`src/rtl/ahb_button_pkg.sv`:
```
// Shared constants for the AHB button interrupt block: register offsets,
// HTRANS encodings and the latched address-phase record.
package ahb_button_pkg;

   // AHB transfer types; only NONSEQ and SEQ carry a transfer.
   typedef enum logic [1:0] {
      HTRANS_IDLE   = 2'b00,
      HTRANS_BUSY   = 2'b01,
      HTRANS_NONSEQ = 2'b10,
      HTRANS_SEQ    = 2'b11
   } htrans_e;

   // Register word offsets, decoded from HADDR[3:2].
   typedef enum logic [1:0] {
      REG_DATA       = 2'd0,  // 0x0 debounced levels, read-only
      REG_IRQ_EN     = 2'd1,  // 0x4 interrupt enables
      REG_IRQ_STATUS = 2'd2,  // 0x8 sticky edge status, write-1-to-clear
      REG_EDGE_SEL   = 2'd3   // 0xC per-bit edge select, 0=rising 1=falling
   } reg_sel_e;

   // Address-phase information carried into the data phase.
   typedef struct packed {
      logic     valid;
      logic     write;
      reg_sel_e sel;
   } aphase_t;

   // True for transfer types that move data.
   function automatic logic is_transfer(input logic [1:0] htrans);
      return (htrans == HTRANS_NONSEQ) || (htrans == HTRANS_SEQ);
   endfunction

endpackage

```
`src/rtl/button_debounce.sv`:
```
// One-bit button conditioner: 2-flop synchronizer, mismatch counter,
// debounced stable level and single-cycle rise/fall pulses that follow
// each change of the stable level by one cycle.
module button_debounce #(
   parameter int DB_CYCLES = 1000
) (
   input  logic HCLK,
   input  logic HRESETn,
   input  logic i_button,
   output logic o_level,
   output logic o_rise,
   output logic o_fall
);

   localparam int            CW       = (DB_CYCLES > 1) ? $clog2(DB_CYCLES) : 1;
   localparam logic [CW-1:0] CNT_LAST = CW'(DB_CYCLES - 1);

   logic          r_sync1;
   logic          r_sync2;
   logic          r_level;
   logic          r_level_d;
   logic [CW-1:0] r_cnt;
   logic          w_mismatch;

   assign w_mismatch = r_sync2 ^ r_level;

   // Bring the asynchronous button level into the HCLK domain.
   always_ff @(posedge HCLK or negedge HRESETn) begin
      if (!HRESETn) begin
         r_sync1 <= 1'b0;
         r_sync2 <= 1'b0;
      end else begin
         // NOTE: non-blocking assignments let r_sync2 take the old r_sync1, forming a real two-stage chain.
         r_sync1 <= i_button;
         r_sync2 <= r_sync1;
      end
   end

   // Count consecutive mismatch cycles; accept the new level on the last one.
   always_ff @(posedge HCLK or negedge HRESETn) begin
      if (!HRESETn) begin
         r_level <= 1'b0;
         r_cnt   <= '0;
      end else if (w_mismatch) begin
         if (r_cnt == CNT_LAST) begin
            r_level <= r_sync2;
            r_cnt   <= '0;
         end else begin
            r_cnt <= r_cnt + CW'(1);
         end
      end else begin
         r_cnt <= '0;
      end
   end

   // Delayed copy of the stable level for edge detection.
   always_ff @(posedge HCLK or negedge HRESETn) begin
      if (!HRESETn) begin
         r_level_d <= 1'b0;
      end else begin
         r_level_d <= r_level;
      end
   end

   assign o_level = r_level;
   assign o_rise  = r_level & ~r_level_d;
   assign o_fall  = ~r_level & r_level_d;

endmodule

```
`src/rtl/ahb_button_irq.sv`:
```
// AHB-Lite slave exposing NUM_BTN debounced buttons with per-bit edge
// selection, sticky write-1-to-clear status and a level interrupt.
module ahb_button_irq
   import ahb_button_pkg::*;
#(
   parameter int NUM_BTN   = 8,
   parameter int DB_CYCLES = 1000
) (
   input  logic               HCLK,
   input  logic               HRESETn,
   input  logic               HSEL,
   input  logic               HREADY,
   input  logic [31:0]        HADDR,
   input  logic [1:0]         HTRANS,
   input  logic               HWRITE,
   input  logic [2:0]         HSIZE,
   input  logic [31:0]        HWDATA,
   input  logic [NUM_BTN-1:0] BUTTON,
   output logic               HREADYOUT,
   output logic [31:0]        HRDATA,
   output logic               IRQ
);

   aphase_t              r_aphase;
   logic [NUM_BTN-1:0]   r_irq_en;
   logic [NUM_BTN-1:0]   r_irq_status;
   logic [NUM_BTN-1:0]   r_edge_sel;
   logic                 r_irq;

   logic [NUM_BTN-1:0]   w_level;
   logic [NUM_BTN-1:0]   w_rise;
   logic [NUM_BTN-1:0]   w_fall;
   logic [NUM_BTN-1:0]   w_set;
   logic [NUM_BTN-1:0]   w_w1c;
   logic [NUM_BTN-1:0]   w_wdata;
   logic [NUM_BTN-1:0]   w_rdata;
   logic                 w_accept;
   logic                 w_wr_en;
   logic                 w_rd_en;
   logic                 w_unused;

   // One conditioner per button input.
   for (genvar g = 0; g < NUM_BTN; g++) begin : g_btn
      button_debounce #(
         .DB_CYCLES (DB_CYCLES)
      ) u_debounce (
         .HCLK     (HCLK),
         .HRESETn  (HRESETn),
         .i_button (BUTTON[g]),
         .o_level  (w_level[g]),
         .o_rise   (w_rise[g]),
         .o_fall   (w_fall[g])
      );
   end

   // Bus bits that carry no information for this slave.
   if (NUM_BTN < 32) begin : g_pad
      assign w_unused = ^{HSIZE, HADDR[31:4], HADDR[1:0], HWDATA[31:NUM_BTN]};
   end else begin : g_nopad
      assign w_unused = ^{HSIZE, HADDR[31:4], HADDR[1:0]};
   end

   assign w_accept = HSEL & HREADY & is_transfer(HTRANS);
   assign w_wr_en  = r_aphase.valid & r_aphase.write;
   assign w_rd_en  = r_aphase.valid & ~r_aphase.write;
   assign w_wdata  = HWDATA[NUM_BTN-1:0];

   // An edge event fires when the stable-level transition matches EDGE_SEL.
   assign w_set = (w_rise & ~r_edge_sel) | (w_fall & r_edge_sel);
   assign w_w1c = (w_wr_en && (r_aphase.sel == REG_IRQ_STATUS)) ? w_wdata : '0;

   // Capture the address phase; the valid flag drops when no transfer is accepted.
   always_ff @(posedge HCLK or negedge HRESETn) begin
      if (!HRESETn) begin
         r_aphase <= '0;
      end else if (w_accept) begin
         r_aphase <= '{valid: 1'b1, write: HWRITE, sel: reg_sel_e'(HADDR[3:2])};
      end else begin
         r_aphase.valid <= 1'b0;
      end
   end

   // Plain read/write control registers, updated at the end of the data phase.
   always_ff @(posedge HCLK or negedge HRESETn) begin
      if (!HRESETn) begin
         r_irq_en   <= '0;
         r_edge_sel <= '0;
      end else if (w_wr_en) begin
         case (r_aphase.sel)
            REG_IRQ_EN:   r_irq_en   <= w_wdata;
            REG_EDGE_SEL: r_edge_sel <= w_wdata;
            default:      ;
         endcase
      end
   end

   // Sticky status: clear is applied first so a same-cycle event survives.
   always_ff @(posedge HCLK or negedge HRESETn) begin
      if (!HRESETn) begin
         r_irq_status <= '0;
      end else begin
         r_irq_status <= (r_irq_status & ~w_w1c) | w_set;
      end
   end

   // Registered interrupt output.
   always_ff @(posedge HCLK or negedge HRESETn) begin
      if (!HRESETn) begin
         r_irq <= 1'b0;
      end else begin
         r_irq <= |(r_irq_status & r_irq_en);
      end
   end

   // Data-phase read mux driven from the latched offset.
   always_comb begin
      // NOTE: default first so every path assigns w_rdata and no latch is inferred.
      w_rdata = '0;
      if (w_rd_en) begin
         case (r_aphase.sel)
            REG_DATA:       w_rdata = w_level;
            REG_IRQ_EN:     w_rdata = r_irq_en;
            REG_IRQ_STATUS: w_rdata = r_irq_status;
            REG_EDGE_SEL:   w_rdata = r_edge_sel;
            default:        w_rdata = '0;
         endcase
      end
   end

   assign HRDATA    = 32'(w_rdata);
   assign HREADYOUT = 1'b1;
   assign IRQ       = r_irq;

endmodule

```
`config.mk`:
```
export PLATFORM = sky130hd
export DESIGN_NAME = ahb_button_irq
export DESIGN_NICKNAME = d
export VERILOG_FILES = /design/src/rtl/ahb_button_pkg.sv /design/src/rtl/button_debounce.sv /design/src/rtl/ahb_button_irq.sv
export SDC_FILE = /design/constraint.sdc
export NUM_CORES = 1
export LEC_CHECK = 0
export CAP_MARGIN = 20
export CORE_MARGIN = 3
export CORE_UTILIZATION = 30
export CTS_BUF_LIST = sky130_fd_sc_hd__clkbuf_8
export DETAILED_ROUTE_END_ITERATION = 10
export PLACE_DENSITY = 0.62
export SETUP_SLACK_MARGIN = 0.05
export SLEW_MARGIN = 20
export SYNTH_ARGS = -nofsm -noshare
export SYNTH_HDL_FRONTEND = slang
export SYNTH_SLANG_ARGS = --single-unit
```
`constraint.sdc`:
```
create_clock -name HCLK -period 2.79 [get_ports HCLK]
set_clock_uncertainty 0.2 [all_clocks]
set_input_delay 0.4185 -clock HCLK [delete_from_list [all_inputs] [get_ports HCLK]]
set_output_delay 0.4185 -clock HCLK [all_outputs]
set_load 0.05 [all_outputs]
```
=== After elaboration in Yosys (flattened, before gate mapping) ===
Index checks and enable logic that the tools add are counted.
Widths: inputs -> output; s select.

* Flip-flop bits (word level): 141
* Input port bits: 82
* Output and inout bits: 34
* Word-level logic and storage cells: 155

* Add/sub/neg operators: 8
* Equality and inequality tests: 13
* Muxes and demuxes: 20
* Bitwise gates (word level): 53
* Reductions and logical operators: 14

{| class="wikitable"
|+ Operators with widths
! kind !! number
|-
| $mux 10 || 16
|-
| $add 10x1->10 const B || 8
|-
| $eq 10x10->1 const B || 8
|-
| $and 8x8->8 || 4
|-
| $pmux 8 s4 || 1
|-
| $and 1x1->1 || 20
|-
| $reduce_and 2->1 || 10
|-
| $not 1->1 || 17
|-
| $mux 8 || 2
|-
| $not 8->8 || 2
|-
| $or 8x8->8 || 2
|-
| $eq 2x2->1 const B || 4
|-
| $reduce_or 8->1 || 1
|-
| $xor 1x1->1 || 8
|-
| $eq 2x1->1 const B || 1
|-
| $logic_not 2->1 || 1
|-
| $logic_and 1x1->1 || 1
|-
| $logic_or 1x1->1 || 1
|-
| $mux 1 || 1
|}

=== Logic depth before layout (Yosys ltp) ===
* Depth in word-level cells: 6
* Depth in mapped cells: 5
* Gate-level depth less buffers: 5

=== Cells and area by module ===
A second synthesis with hierarchy kept.

* Cells, all modules: 612
* Area, all modules: 6,864.1 um2

{| class="wikitable"
|+ By module, submodules not included
! module !! times used !! cells an instance !! area an instance (um2) !! seq. area each (um2)
|-
| button_debounce || 8 || 58 || 644.4 || 350.3
|-
| ahb_button_irq || 1 || 148 || 1,709.1 || 725.7
|}

=== Worst setup path before layout ===
OpenSTA, ideal clock, no wires.

* Path type: flip-flop to output port
* From: register r_aphase[1] (netlist bit)
* To: output port HRDATA[0]
* Arrival time: 1,603 ps
* Data required time: 2,172 ps
* Path slack: 569 ps
* Cell stages (with the launch flop): 4
* Path buffers: 1
* Path through: dfrtp_1 -> buf_4 -> mux4_2 -> nor2b_1

* Word-level cells in the longest chain between the ends: 3
* Elaborated cells between the ends (all ways): 6
* Classes of those cells: eq/ne: 3; mux: 2; reduce/logical: 1

{| class="wikitable"
|+ RTL lines
! what !! line !! text
|-
| from (decl) || ahb_button_irq.sv:24 || <nowiki>aphase_t r_aphase;</nowiki>
|-
| from (signal assigned) || ahb_button_irq.sv:77 || <nowiki>r_aphase <= '{valid: 1'b1, write: HWRITE, sel: reg_sel_e'(HADDR[3:2])};</nowiki>
|-
| $eq 2x2->1, or another cell as far along || ahb_button_irq.sv:120 || <nowiki>case (r_aphase.sel)</nowiki>
|-
| $pmux 8 s4 * || ahb_button_irq.sv:120 ||
|-
| $mux 8 * || ahb_button_irq.sv:119 || <nowiki>if (w_rd_en) begin</nowiki>
|-
| to (decl) || ahb_button_irq.sv:20 || <nowiki>output logic [31:0] HRDATA,</nowiki>
|}

Every way passes the cells marked *; elsewhere a longest branch is shown, timed or not.

=== Final worst setup path ===
* From: register r_aphase[1] (netlist bit)
* To: output port HRDATA[2]

The elaborated chain is that of the path after synthesis.

==> results by group <==
Finish
  – Area Overhead vs Synth: 14.72%
  – Nets: 753
  – Most frequent cells in the layout: 140 x dfrtp_1, 98 x nor2_1, 48 x nand2_1
  – Fin util: between 30% and 40%
  – Non-filler cells, final: 951
  – Fraction of layout cells with a size suffix above 1: about an eighth
  – Most frequent standard cell in the layout excluding fill and tap cells: dfrtp_1
  – ANT cells: 0

STA
  – TNS Setup: 0 ps
  – Worst slew margin: 61.36%
  – FMAX: 0.3864 GHz
  – Final period demand of the worst path: 2588 ps
  – RSZ-0062 raised after global routing: no
  – Slew @ Worst Pin: 579.6 ps
  – Setup ws final: 201.7 ps
  – Final hold violations: 0
  – Final Max Tran Viols: 0
  – Final worst-path cycle share: 92.77%
  – Final setup viols: 0

Synthesis
  – Cell Area, Synth: 6605 µm²
  – Post-synth EDFFs: 0
  – Synthesized netlist cell count: 613
  – Dominant synthesized flop cell: dfrtp_1
  – Post-synth ARST share: 100.0%
  – Register area share after synthesis: 53.42%
  – Seq cells post-synth: approximately 140
  – Syn Area/Cell: roughly 11 µm²
  – Netlist cell types: between 50 and 60
  – Yosys warns: 0

Placed design
  – Number of port buffers: 32
  – Placed cell count: 918
  – DP Wirelength: 8508 µm
  – RD Place Congestion: 0.7872
  – Post-place setup slack: ~440 ps

Critical path
  – Buffer and inverter count on the worst path: 1
  – Worst Setup SP: r_aphase[1]
  – Crit start category: flop
  – Critical path, cell by cell: mux4_2 -> nor2b_1 -> buf_4
  – Reg2reg start: g_btn[3].u_debounce.r_cnt[0]
  – Crit Path Max Fanout: 12
  – Crit path kind: flop to primary output
  – Crit path DAT: 1970 ps
  – Max incr delay on CP: 590 ps
  – CP max stage cell: dfrtp_2
  – CP required: 2170 ps
  – CP endpoint kind: primary output
  – Crit path max-delay family: flip-flops

Die
  – Area of the core: approximately 21000 µm²
  – Die width: 154.4 µm
  – Initial core utilization: 30.93%
  – Die height: 154.4 µm
  – Row cnt: 53
  – Die footprint: 23830 µm²
  – IO Pins: between 100 and 150

Pwr
  – Total power: 4.412 mW
  – Leak Pwr: 3.175 nW
  – Sequential Power Share: roughly 53%
  – Power share of the clock group: a little under two fifths
  – Sw frac: about a quarter
  – Psw: 1.154 mW
  – Power Dens Cells: 582.3 nW/µm²
  – Cell internal pwr: 3.258 mW
  – Worst VDD drop: between 0.2 and 0.3 mV
  – Combinational share of power: 10.4%

Drt
  – DRC errors left: 0
  – Pre-antenna DRT Iters: 5
  – Drt wl/cell: roughly 13 µm
  – Vias/cell: between 4 and 5
  – Post-DRT Antenna Nets: 0
  – Via Count: 4410
  – Drt total wl: 12180 µm
  – DR iter-0 viols: 292

CTS
  – # Post-CTS Setup Buffers: 0
  – Clock buffer depth: 2
  – Clock Root Buffer: clkbuf_8
  – Cts bufs inserted: 17
  – Clock slew at reported path FFs: 80 ps
  – Clk sink count: 141
  – Worst-Skew Late Latency: 450 ps
  – CTS tree: done
  – H-Tree Depth: 4

Global route
  – Initial antenna violation count: 0
  – First-pass GRT wire length: 20730 µm
  – GRT overflow: 0
  – Pin count of the biggest net entering global routing: 63
  – Total track usage: 10.85%
  – Vias in the first global route: ~4200

Worst hold path
  – Hold crit path type: flop to flop
  – Hold path startpoint: g_btn[0].u_debounce.r_sync1

Job
  – Max_cap viols: 0

Status
  – Status: completed
[power groups by stage]
stage / sequential (mW) / combinational [mW] / clock (mW)
6_report: 2.32 / 0.458 / 1.63
5_1_grt: 2.34 / 0.511 / 1.78
4_1_cts: 2.32 / 0.469 / 1.69
3_5_place_dp: 2.36 / 0.467 / 0
3_3_place_gp: 2.35 / 0.459 / 0
2_1_floorplan: 2.30 / 0.390 / 0
[state kept, by name (all words and copies together), names as in the netlist]
signal                      count
r_aphase                        4
g_btn.u_debounce.r_cnt         80
r_irq_en                        8
IRQ                             1
g_btn.u_debounce.r_sync2        8
r_edge_sel                      8
g_btn.u_debounce.o_level        8
g_btn.u_debounce.r_sync1        8
r_irq_status                    8
g_btn.u_debounce.r_level_d      8
[worst paths after layout]
check,to,slack (ps),depth (start not counted)
worst max-delay path,HRDATA[2],200,3
worst min-delay path,g_btn[0].u_debounce.r_sync2,150,0
worst max register to register,g_btn[3].u_debounce.o_level,730,5
worst min register to register,g_btn[0].u_debounce.r_sync2,150,0
max in group asynchronous,r_aphase[1],1380,3
min in group asynchronous,g_btn[2].u_debounce.r_cnt[7],310,2
[cells by family after synthesis]
| group | count (synthesis) | synth area share, % |
|---|---|---|
| xor+xnor | 49 | 6.497 |
| other cells | 2 | 0.1137 |
| compound gates | 68 | 7.502 |
| fa+ha+maj | 8 | 1.515 |
| buf+inv | 45 | 4.092 |
| mux | 35 | 7.331 |
| simple gates | 265 | 19.53 |
| flops | 141 | 53.42 |
[metal layers]
metal	share of wire (%)	GRT usage, %	routed length (µm)	vias to the layer above
li1	-	-	-	2210
met1	49	14.62	5986	2117
met2	46	16.51	5556	64
met3	3.2	3.050	386	19
met4	2.1	4.458	250	0
met5	0	0	0	-
[final cells by class]
cell class              instances  area, µm²
fillers                      2155      13780
flip-flops and latches        141       3530
multi-input cells             450       2893
repair buffers                 37      354.1
well taps                     275      344.1
clock buffers                  20      275.3
clock inverters                12      121.4
inverters                      16      60.06
[stage by stage]
stage                     hold WS, ps  instance area (µm²)
final                           150.1                 7577
after global routing            159.9                 7577
after CTS                       153.1                 7577
after detailed placement        135.6                 7169
after global placement          133.1                 7169
after floorplan                -77.09                 6691
[what timing repair did]
action | in CTS | in global routing
endpoints found under the hold margin | 58 | 0
hold buffers | 1 | 0
gates resized for setup | 1 | 0
setup endpoints to repair | 8 | 0
[synth_stat cells (all sizes together), types with 2 or more instances]
cell type / n / share of area (%)
a2111oi: 4 / 0.53
a211oi: 3 / 0.34
a21oi: 16 / 1.2
a221o: 8 / 1.2
a22oi: 5 / 0.57
a31oi: 8 / 0.76
and3: 12 / 1.1
buf: 29 / 3.2
conb: 2 / 0.11
dfrtp: 141 / 53
ha: 8 / 1.5
inv: 16 / 0.91
mux2: 27 / 4.6
mux4: 8 / 2.7
nand2: 48 / 2.7
nand2b: 9 / 0.85
nand3: 43 / 3.3
nand3b: 7 / 0.80
nand4: 10 / 1.0
nand4b: 2 / 0.27
nor2: 98 / 5.6
nor2b: 9 / 0.85
nor3: 2 / 0.15
nor4: 4 / 0.38
o211ai: 5 / 0.57
o21ai: 6 / 0.51
o21bai: 4 / 0.57
o31a: 2 / 0.27
or2: 5 / 0.47
or3: 6 / 0.57
or4: 2 / 0.34
or4b: 2 / 0.30
xnor2: 25 / 3.3
xor2: 24 / 3.2
(Power assumes the default switching activity.)
